===== src/rtl/tgt_qctx_merge_pkg.sv =====
// Shared definitions for the target P2P context merge stage: defaults, the
// packet-mode enum and the merged beat bundle width.
package tgt_qctx_merge_pkg;

   localparam int          CTX_EN_BIT     = 0;
   localparam logic [19:0] CFG_BASE_DEF   = 20'h01000;
   localparam int          STRIDE_LOG_DEF = 4;

   typedef enum logic [1:0] {
      ST_SOP  = 2'd0,
      ST_PASS = 2'd1,
      ST_DROP = 2'd2
   } mode_e;

   // The beat bundle is packed MSB..LSB as {last, desc, qnum, buf_addr, ctx}.
   function automatic int beat_w(input int desc_w, input int qnum_w,
                                 input int buf_aw, input int ctx_w);
      return 1 + desc_w + qnum_w + buf_aw + ctx_w;
   endfunction

endpackage


===== src/rtl/tgt_skid2.sv =====
// Generic 2-entry valid/ready skid buffer with a fully registered output side.
module tgt_skid2 #(
   parameter int W = 8
) (
   input  logic         clk,
   input  logic         rst_n,
   input  logic         in_valid,
   output logic         in_ready,
   input  logic [W-1:0] in_data,
   output logic         out_valid,
   input  logic         out_ready,
   output logic [W-1:0] out_data
);

   logic         skid_v;
   logic [W-1:0] skid_d;
   logic         pop;

   assign in_ready = !skid_v;
   assign pop      = !out_valid || out_ready;

   always_ff @(posedge clk or negedge rst_n) begin
      if (!rst_n) begin
         out_valid <= 1'b0;
         out_data  <= '0;
         skid_v    <= 1'b0;
         skid_d    <= '0;
      end else if (pop) begin
         // The held beat always drains ahead of anything new to keep order.
         if (skid_v) begin
            out_valid <= 1'b1;
            out_data  <= skid_d;
            skid_v    <= 1'b0;
         end else begin
            out_valid <= in_valid;
            if (in_valid) out_data <= in_data;
         end
      end else if (in_valid && !skid_v) begin
         skid_v <= 1'b1;
         skid_d <= in_data;
      end
   end

endmodule


===== src/rtl/tgt_qctx_merge.sv =====
// Per-queue context store plus descriptor/context merge with drop of disabled queues.
//   state   | meaning
//   ST_SOP  | waiting for the first beat of a packet; mode decided from ctx[in_qnum]
//   ST_PASS | mid-packet, beats forwarded into the skid buffer
//   ST_DROP | mid-packet, beats accepted and discarded
module tgt_qctx_merge
   import tgt_qctx_merge_pkg::*;
#(
   parameter int          NQ         = 16,
   parameter int          QNUM_W     = 4,
   parameter int          CTX_W      = 64,
   parameter int          DESC_W     = 64,
   parameter int          BUF_AW     = 16,
   parameter logic [19:0] CFG_BASE   = CFG_BASE_DEF,
   parameter int          STRIDE_LOG = STRIDE_LOG_DEF
) (
   input  logic              clk,
   input  logic              rst_n,
   input  logic              cfg_wr_valid,
   input  logic [31:0]       cfg_wr_addr,
   input  logic [CTX_W-1:0]  cfg_wr_data,
   output logic              cfg_wr_ready,
   input  logic              cfg_rd_valid,
   input  logic [31:0]       cfg_rd_addr,
   output logic              cfg_rd_ready,
   output logic              cfg_rrsp_valid,
   output logic [CTX_W-1:0]  cfg_rrsp_data,
   input  logic              cfg_rrsp_ready,
   input  logic              in_valid,
   input  logic              in_last,
   output logic              in_ready,
   input  logic [DESC_W-1:0] in_desc,
   input  logic [QNUM_W-1:0] in_qnum,
   input  logic [BUF_AW-1:0] in_buf_addr,
   output logic              out_valid,
   output logic              out_last,
   input  logic              out_ready,
   output logic [CTX_W-1:0]  out_ctx,
   output logic [DESC_W-1:0] out_desc,
   output logic [QNUM_W-1:0] out_qnum,
   output logic [BUF_AW-1:0] out_buf_addr,
   output logic              drop_wen,
   output logic [QNUM_W-1:0] drop_qnum,
   output logic [31:0]       drop_cnt
);

   localparam int          BW   = beat_w(DESC_W, QNUM_W, BUF_AW, CTX_W);
   localparam logic [19:0] SPAN = 20'(NQ << STRIDE_LOG);

   logic [CTX_W-1:0]  ctx_q [NQ];
   logic [19:0]       wr_off, rd_off, wr_sh, rd_sh;
   logic              wr_hit, rd_hit;
   logic [QNUM_W-1:0] wr_idx, rd_idx;
   logic [CTX_W-1:0]  rd_data, sop_ctx;

   mode_e             state_q, state_d;
   logic              sop, cur_drop, in_fire;
   logic [CTX_W-1:0]  snap_ctx;
   logic [DESC_W-1:0] snap_desc;
   logic [QNUM_W-1:0] snap_qnum;
   logic              skid_in_ready;
   logic [BW-1:0]     beat_in, beat_out;

   assign wr_off = cfg_wr_addr[19:0] - CFG_BASE;
   assign rd_off = cfg_rd_addr[19:0] - CFG_BASE;
   assign wr_sh  = wr_off >> STRIDE_LOG;
   assign rd_sh  = rd_off >> STRIDE_LOG;
   assign wr_hit = wr_off < SPAN;
   assign rd_hit = rd_off < SPAN;
   assign wr_idx = wr_sh[QNUM_W-1:0];
   assign rd_idx = rd_sh[QNUM_W-1:0];

   assign cfg_wr_ready = 1'b1;
   assign cfg_rd_ready = !cfg_rrsp_valid || cfg_rrsp_ready;

   always_ff @(posedge clk or negedge rst_n) begin
      if (!rst_n) begin
         for (int i = 0; i < NQ; i++) ctx_q[i] <= '0;
      end else if (cfg_wr_valid && wr_hit) begin
         for (int i = 0; i < NQ; i++)
            if (wr_idx == QNUM_W'(i)) ctx_q[i] <= cfg_wr_data;
      end
   end

   // Queue numbers at or beyond NQ fall through to zero, i.e. disabled.
   always_comb begin
      rd_data = '0;
      sop_ctx = '0;
      for (int i = 0; i < NQ; i++) begin
         if (rd_hit && rd_idx == QNUM_W'(i)) rd_data = ctx_q[i];
         if (in_qnum == QNUM_W'(i))          sop_ctx = ctx_q[i];
      end
   end

   always_ff @(posedge clk or negedge rst_n) begin
      if (!rst_n) begin
         cfg_rrsp_valid <= 1'b0;
         cfg_rrsp_data  <= '0;
      end else if (cfg_rd_valid && cfg_rd_ready) begin
         cfg_rrsp_valid <= 1'b1;
         cfg_rrsp_data  <= rd_data;
      end else if (cfg_rrsp_ready) begin
         cfg_rrsp_valid <= 1'b0;
      end
   end

   assign sop = (state_q == ST_SOP);

   always_comb begin
      state_d  = state_q;
      cur_drop = 1'b1;
      case (state_q)
         ST_SOP:  cur_drop = !sop_ctx[CTX_EN_BIT];
         ST_PASS: cur_drop = 1'b0;
         ST_DROP: cur_drop = 1'b1;
         default: cur_drop = 1'b1;
      endcase
      in_ready = cur_drop || skid_in_ready;
      in_fire  = in_valid && in_ready;
      if (in_fire) state_d = in_last ? ST_SOP : (cur_drop ? ST_DROP : ST_PASS);
   end

   always_ff @(posedge clk or negedge rst_n) begin
      if (!rst_n) begin
         state_q   <= ST_SOP;
         snap_ctx  <= '0;
         snap_desc <= '0;
         snap_qnum <= '0;
         drop_wen  <= 1'b0;
         drop_qnum <= '0;
         drop_cnt  <= '0;
      end else begin
         state_q  <= state_d;
         drop_wen <= in_fire && sop && cur_drop;
         if (in_fire && sop) begin
            snap_ctx  <= sop_ctx;
            snap_desc <= in_desc;
            snap_qnum <= in_qnum;
         end
         if (in_fire && sop && cur_drop) begin
            drop_qnum <= in_qnum;
            if (drop_cnt != '1) drop_cnt <= drop_cnt + 32'd1;
         end
      end
   end

   assign beat_in = sop ? {in_last, in_desc, in_qnum, in_buf_addr, sop_ctx}
                        : {in_last, snap_desc, snap_qnum, in_buf_addr, snap_ctx};

   tgt_skid2 #(.W(BW)) u_skid (
      .clk       (clk),
      .rst_n     (rst_n),
      .in_valid  (in_valid && !cur_drop),
      .in_ready  (skid_in_ready),
      .in_data   (beat_in),
      .out_valid (out_valid),
      .out_ready (out_ready),
      .out_data  (beat_out)
   );

   assign {out_last, out_desc, out_qnum, out_buf_addr, out_ctx} = beat_out;

   logic unused_ok;
   assign unused_ok = ^{cfg_wr_addr[31:20], cfg_rd_addr[31:20],
                        wr_sh[19:QNUM_W], rd_sh[19:QNUM_W]};

endmodule


===== config.mk =====
export PLATFORM = sky130hd
export DESIGN_NAME = tgt_qctx_merge
export DESIGN_NICKNAME = d
export VERILOG_FILES = /design/src/rtl/tgt_qctx_merge_pkg.sv /design/src/rtl/tgt_skid2.sv /design/src/rtl/tgt_qctx_merge.sv
export SDC_FILE = /design/constraint.sdc
export NUM_CORES = 2
export LEC_CHECK = 0
export ABC_AREA = 1
export CORE_MARGIN = 3
export CORE_UTILIZATION = 39
export CTS_CLUSTER_SIZE = 14
export DETAILED_ROUTE_END_ITERATION = 7
export DONT_BUFFER_PORTS = 1
export MAX_ROUTING_LAYER = met4
export PLACE_DENSITY_LB_ADDON = 0.05
export RECOVER_POWER = 25
export SYNTH_ARGS = -nofsm -noshare
export SYNTH_HDL_FRONTEND = slang
export SYNTH_HIERARCHICAL = 1
export SYNTH_SLANG_ARGS = --single-unit
export TNS_END_PERCENT = 20

===== constraint.sdc =====
create_clock -name clk -period 3.25 [get_ports clk]
set_input_delay 0.65 -clock clk [delete_from_list [all_inputs] [get_ports clk]]
set_output_delay 0.65 -clock clk [all_outputs]
set_load 0.02 [all_outputs]

---- After elaboration in Yosys (flattened, before gate mapping) ----
Cells that the tools add are included.
W data, S select, Z words.
word-level totals
  register bits after elaboration ......... 1,560
  word-level logic and storage cells ...... 182
cells by class
  bitwise logic cells ..................... 1
  add/subtract/negate cells ............... 3
  reductions and logical operators ........ 57
  muxes and demuxes ....................... 43
  magnitude comparators ................... 2
  equality and inequality tests ........... 47
operator list
  operator                  count
  $mux W64                  32
  $mux W149                 2
  $mux W148                 1
  $eq A4 B4 Y1 const B      24
  $eq A4 B3 Y1 const B      12
  $lt A20 B9 Y1 const B     2
  $sub A20 B13 Y20 const B  2
  $reduce_and A2 Y1         19
  $add A32 B1 Y32 const B   1
  $ne A32 B32 Y1 const B    1
  $eq A4 B2 Y1 const B      6
  $logic_and A1 B1 Y1       23
  $eq A4 B1 Y1 const B      3
  $logic_not A4 Y1          3
  $reduce_bool A2 Y1        3
  $logic_not A1 Y1          5
  $mux W1                   5
  $mux W2                   2
  $logic_or A1 B1 Y1        3
  $eq A2 B1 Y1 const B      1
  $logic_not A2 Y1          1
  $pmux W1 S2               1
  $not A1 Y1                1

---- Depth between registers and ports, before layout ----
  depth in word-level cells ............... 24
  gate-level depth with buffers ........... 23
  depth with buffers taken out ............ 22

---- By module ----
The synthesis kept the hierarchy.
by module, submodules not included
  module          area an instance (µm²)  sequential area each (µm²)  instances  cells each
  tgt_qctx_merge  65,128.7                31,530.2                    1          8,759
  tgt_skid2       13,454.2                7,507.2                     1          1,768

---- Least setup slack after synthesis ----
OpenSTA, ideal clock, no wires.
  kind .................................... input port to flip-flop
  start ................................... input in_qnum[2]
  end ..................................... register u_skid.skid_d[147]
  library setup time ...................... 0.117 ns
  arrival ................................. 2.798 ns
  buffers on the path ..................... 2
  setup slack ............................. 0.335 ns
  stages .................................. 20
  data required time ...................... 3.133 ns
  path through ............................ nor2_2 inv_1 nor2_1 nand2_1 o2111ai_1 nand2_1 nand3_1 nand2_1 nand3_1 nand2_1 nand4_2 nand2_1 nor2_1 inv_2 nor2_4 nand2_2 buf_2 buf_6 nand2_1 nand2_1
on the way
  longest elaborated chain between the ends .. 23
RTL lines
  what                           RTL line               text
  from (decl)                    tgt_qctx_merge.sv:33   input logic [QNUM_W-1:0] in_qnum,
  $logic_not A4 Y1               tgt_qctx_merge.sv:91   if (in_qnum == QNUM_W'(i)) sop_ctx = ctx_q[i];
  $mux W64 (15 in series)        tgt_qctx_merge.sv:91
  $mux W64 *                     tgt_qctx_merge.sv:91
  $logic_not A1 Y1 *             tgt_qctx_merge.sv:113  ST_SOP: cur_drop = !sop_ctx[CTX_EN_BIT];
  $pmux W1 S2 *                  tgt_qctx_merge.sv:112  case (state_q)
  $logic_not A1 Y1 *             tgt_qctx_merge.sv:153  .in_valid (in_valid && !cur_drop),
  $logic_and A1 B1 Y1 *          tgt_qctx_merge.sv:153
  $logic_and A1 B1 Y1 *          tgt_skid2.sv:38        end else if (in_valid && !skid_v) begin
  $reduce_and A2 Y1 (no line) *  n/a
  to (signal assigned)           tgt_skid2.sv:40        skid_d <= in_data;
  to (decl)                      tgt_skid2.sv:16        logic [W-1:0] skid_d;
Every way passes the cells marked *; elsewhere a longest branch is shown, timed or not.
A chain may end at the register's enable or synchronous reset.

---- Final worst setup path ----
  start ................................... register ctx_q[960] in the netlist's numbering
  end ..................................... output in_ready
on the way
  longest elaborated chain between the ends .. 19
RTL lines
  what                               RTL line               text
  from (decl)                        tgt_qctx_merge.sv:50   logic [CTX_W-1:0] ctx_q [NQ];
  from (signal, indexed assignment)  tgt_qctx_merge.sv:81   if (wr_idx == QNUM_W'(i)) ctx_q[i] <= cfg_wr_data;
  $mux W64 (16 in series)            tgt_qctx_merge.sv:91
  $logic_not A1 Y1                   tgt_qctx_merge.sv:113
  $pmux W1 S2                        tgt_qctx_merge.sv:112
  $logic_or A1 B1 Y1                 tgt_qctx_merge.sv:118  in_ready = cur_drop || skid_in_ready;
  to (decl)                          tgt_qctx_merge.sv:31   output logic in_ready,
Every way passes these cells.

==> impl_metrics.toml <==
[power_and_ir_drop]
power.leakage_uw = 0.04573
p_per_area_nw_per_um2 = 571.1
peakVddDrop_v = 0.0005994

[job]
cap_viol_max_count = 7

[timing]
timing.max_slew.rel_slack_pct = -80.18
final_period_minus_worst_setup_slack_ns = 3.115
hold_violations = 162
timing.clock.skew_ns = 0.03827
max_clk_rate_mhz = 321.0
max_slew.worst_pin.slew_ns = 2.703
setup_tns_ns = 0
fin_crit_sh_pct = 95.85
finalHoldWorstSlack_ns = -0.4847
setup_slack_ns = 0.1349
maxSlewViolCount = 588
timing.final.setup_violations = 0
unrepaired_setup_endpoints_after_global_routing = "no"

[route]
totalWireLength_um = 303100
detail_route.iter0.violations = 7147
vias_per_cell = 5.308
firstDrtPassIters = 6
dr_total_vias = 71390
drt-wirelength-per-cell_um = 22.54
route.detailed.drc = 0
drtAntennaViolNets = 0

[place]
globalplace.congestion = 0.8697
dp_cells = 12920
dp_hpwl_um = 198300
buffer_ports.inserted = 0
dp_worst_setup_slack_ns = -0.4370

[floorplanning]
ioPinCount = 475
start_util_pct = 39.28
fp.dieArea_sq_um = 206900
core_area_sq_um = 200100
die_y_um = 454.9
overall_die_width_um = 454.9
row_count = 164

[cts]
clk_transition_reported_paths_ns = 0.06
count_of_clock_tree_sinks = 1560
clock_tree.htree_level_count = 4
cts_inserted_buffers = 181
cts_root_buffer = "sky130_fd_sc_hd__clkbuf_16"
cts_tree = "built"
worst_skew_pair.late_latency_ns = 0.85
clk_path_buf_depth = 3

[synthesis]
post_synth_cell_types = 45
yosys.cell_count.top_type = "sky130_fd_sc_hd__nand2_1"
synth-main-ff-cell = "sky130_fd_sc_hd__dfrtp_1"
yosys_warnings = 6
ys_ff_latch = 1560
ys_seq_area_share_pct = 49.68
syn_area_per_cell_sq_um = 7.465
synthesis.instances = 10530
synth.largest_area_cell = "sky130_fd_sc_hd__dfrtp_1"
post_synth_most_frequent_cells = "sky130_fd_sc_hd__nand2_1, sky130_fd_sc_hd__dfrtp_1, sky130_fd_sc_hd__inv_1"
mappedNetlistNets = 10750
share_of_the_synthesized_area_in_the_top_cell_type_pct = 49.68
top_area_cells_in_the_synthesized_netlist = "sky130_fd_sc_hd__dfrtp_1, sky130_fd_sc_hd__nand2_1, sky130_fd_sc_hd__inv_1"
synth_enable_flop_cells = 0
synth_async_sr_flop_share_pct = 100.0
netlist_area_sq_um = 78580

[critical_path]
worst-path-max-fanout = 2
worstSetupPathType = "reg2out"
regToRegSetupSlack_ns = 0.46
worstPathRequired_ns = 2.60
critical_path.startpoint_type = "flop"
cp.arrival_ns = 2.47
worstSetupEndpointType = "output pin"

[finish]
syn2layout_area_growth_pct = 17.73
drive_above_1_share_pct = 7.504
multi_input_comb_area_sq_um = 32400
filler_cell_count = 20170
layout.area.seq_sq_um = 39040
nets = 10840
stdcell_count = 13450

[worst_hold_path]
hold_path.class = "in2async"

[grt]
overall_fraction_of_global_route_tracks_in_use_pct = 29.68
grt_antenna_before_repair = 23
grt.overflow.total = 0
grt_pass1_vias = 66690
first_pass_grt_wire_length_um = 450100
pin_count_of_the_biggest_net_entering_global_routing = 212

[status]
run_status = "complete, but fails checks"
violations = "hold timing, capacitance limit, slew limit"
[placed cells by master, fill, tap and decap left out, types with 162 or more instances in the layout]
| cell | n |
|---|---|
| sky130_fd_sc_hd__nand4_1 | 542 |
| sky130_fd_sc_hd__buf_4 | 278 |
| sky130_fd_sc_hd__dfrtp_1 | 1559 |
| sky130_fd_sc_hd__mux2i_1 | 162 |
| sky130_fd_sc_hd__nand2_1 | 3496 |
| sky130_fd_sc_hd__nand3_1 | 248 |
| sky130_fd_sc_hd__a21oi_1 | 614 |
| sky130_fd_sc_hd__clkbuf_16 | 182 |
| sky130_fd_sc_hd__inv_1 | 1179 |
| sky130_fd_sc_hd__o21ai_0 | 791 |
| sky130_fd_sc_hd__nor2_1 | 835 |
| sky130_fd_sc_hd__buf_12 | 167 |
[cell families after synthesis]
kind of cell / count (synthesis) / synth area share (%)
buf+inv: 1906 / 9.623
fa+ha+maj: 1 / 0.01592
mux: 162 / 2.064
simple gates: 5244 / 27.55
xor+xnor: 29 / 0.3232
flops: 1560 / 49.68
other cells: 1 / 0.004772
compound gates: 1624 / 10.74
[metal layers]
metal  global-route usage (%)  vias up  part of all wire, %
met3                    5.566      484                  8.3
met5                        -        -                    0
met4                    8.296        0                  2.8
met2                    44.45     2805                   44
li1                         -    33770                    -
met1                    41.09    34330                   45
[critical path: stages, from the launching register on]
cell and delay, ns:
sky130_fd_sc_hd__dfrtp_1 0.38, sky130_fd_sc_hd__inv_1 0.07, sky130_fd_sc_hd__o22ai_1 0.08, sky130_fd_sc_hd__a21oi_1 0.14, sky130_fd_sc_hd__o2111ai_1 0.13, sky130_fd_sc_hd__nand2_1 0.10, sky130_fd_sc_hd__nand3_1 0.07, sky130_fd_sc_hd__nand2_1 0.09
sky130_fd_sc_hd__nand3_2 0.06, sky130_fd_sc_hd__nand2_2 0.09, sky130_fd_sc_hd__nand4_4 0.16, sky130_fd_sc_hd__nand3_4 0.12, sky130_fd_sc_hd__buf_6 0.14
[where the power goes]
group / switching (uW) / internal (uW)
combinational: 5080 / 2500
sequential: 2850 / 21800
clock: 8650 / 12000
total: 16600 / 36200
[worst paths after layout]
kind | startpoint | end | depth (start not counted)
worst min-delay path | rst_n | snap_desc[50]$_DFFE_PN0N_ | 0
worst min register to register | u_skid/skid_d[37]$_DFFE_PN0P_ | u_skid/skid_d[37]$_DFFE_PN0P_ | 2
max in group asynchronous | rst_n | u_skid/out_data[124]$_DFFE_PN0P_ | 3
min in group clk | out_ready | u_skid/skid_d[81]$_DFFE_PN0P_ | 3
worst max register to register | ctx_q[997]$_DFFE_PN0P_ | u_skid/out_data[37]$_DFFE_PN0P_ | 15
worst max-delay path | ctx_q[960]$_DFFE_PN0P_ | in_ready | 12
[flip-flops by register name, summed over array words and instances (netlist names)]
signal            cells
state_q               2
cfg_rrsp_data        64
u_skid/skid_d       149
snap_qnum             4
u_skid/out_data     149
u_skid/out_valid      1
snap_ctx             64
ctx_q              1024
snap_desc            64
drop_wen              1
drop_qnum             4
drop_cnt             32
cfg_rrsp_valid        1
u_skid/skid_v         1
[area by class of cell]
cell class | instances | area share, %
Sequential cell | 1560 | 42.20
Antenna cell | 28 | 0.07574
Clock inverter | 39 | 0.5667
Tap cell | 2656 | 3.592
Inverter | 1193 | 4.851
Multi-Input combinational cell | 7061 | 35.02
Clock buffer | 290 | 5.870
Timing Repair Buffer | 624 | 7.820
[what timing repair did]
action / 4_1_cts / 5_1_grt
pin swaps: 1 / 5
endpoints found under the hold margin: 947 / 253
setup endpoints to repair: 1 / 1
gates resized for setup: 1 / 4
hold buffers: 154 / 17
buffers inserted: 2 / 3
[stage by stage]
step / cell area [sq um] / total power (uW) / util, %
2_1_floorplan: 78580 / 29020 / -
3_3_place_gp: 84830 / 32050 / 42.40
3_5_place_dp: 84830 / 32190 / 42.40
4_1_cts: 92380 / 53390 / 46.17
5_1_grt: 92510 / 55490 / 46.24
6_report: 92510 / 52830 / 46.24
No activity file was read; power rests on OpenSTA's default activity.
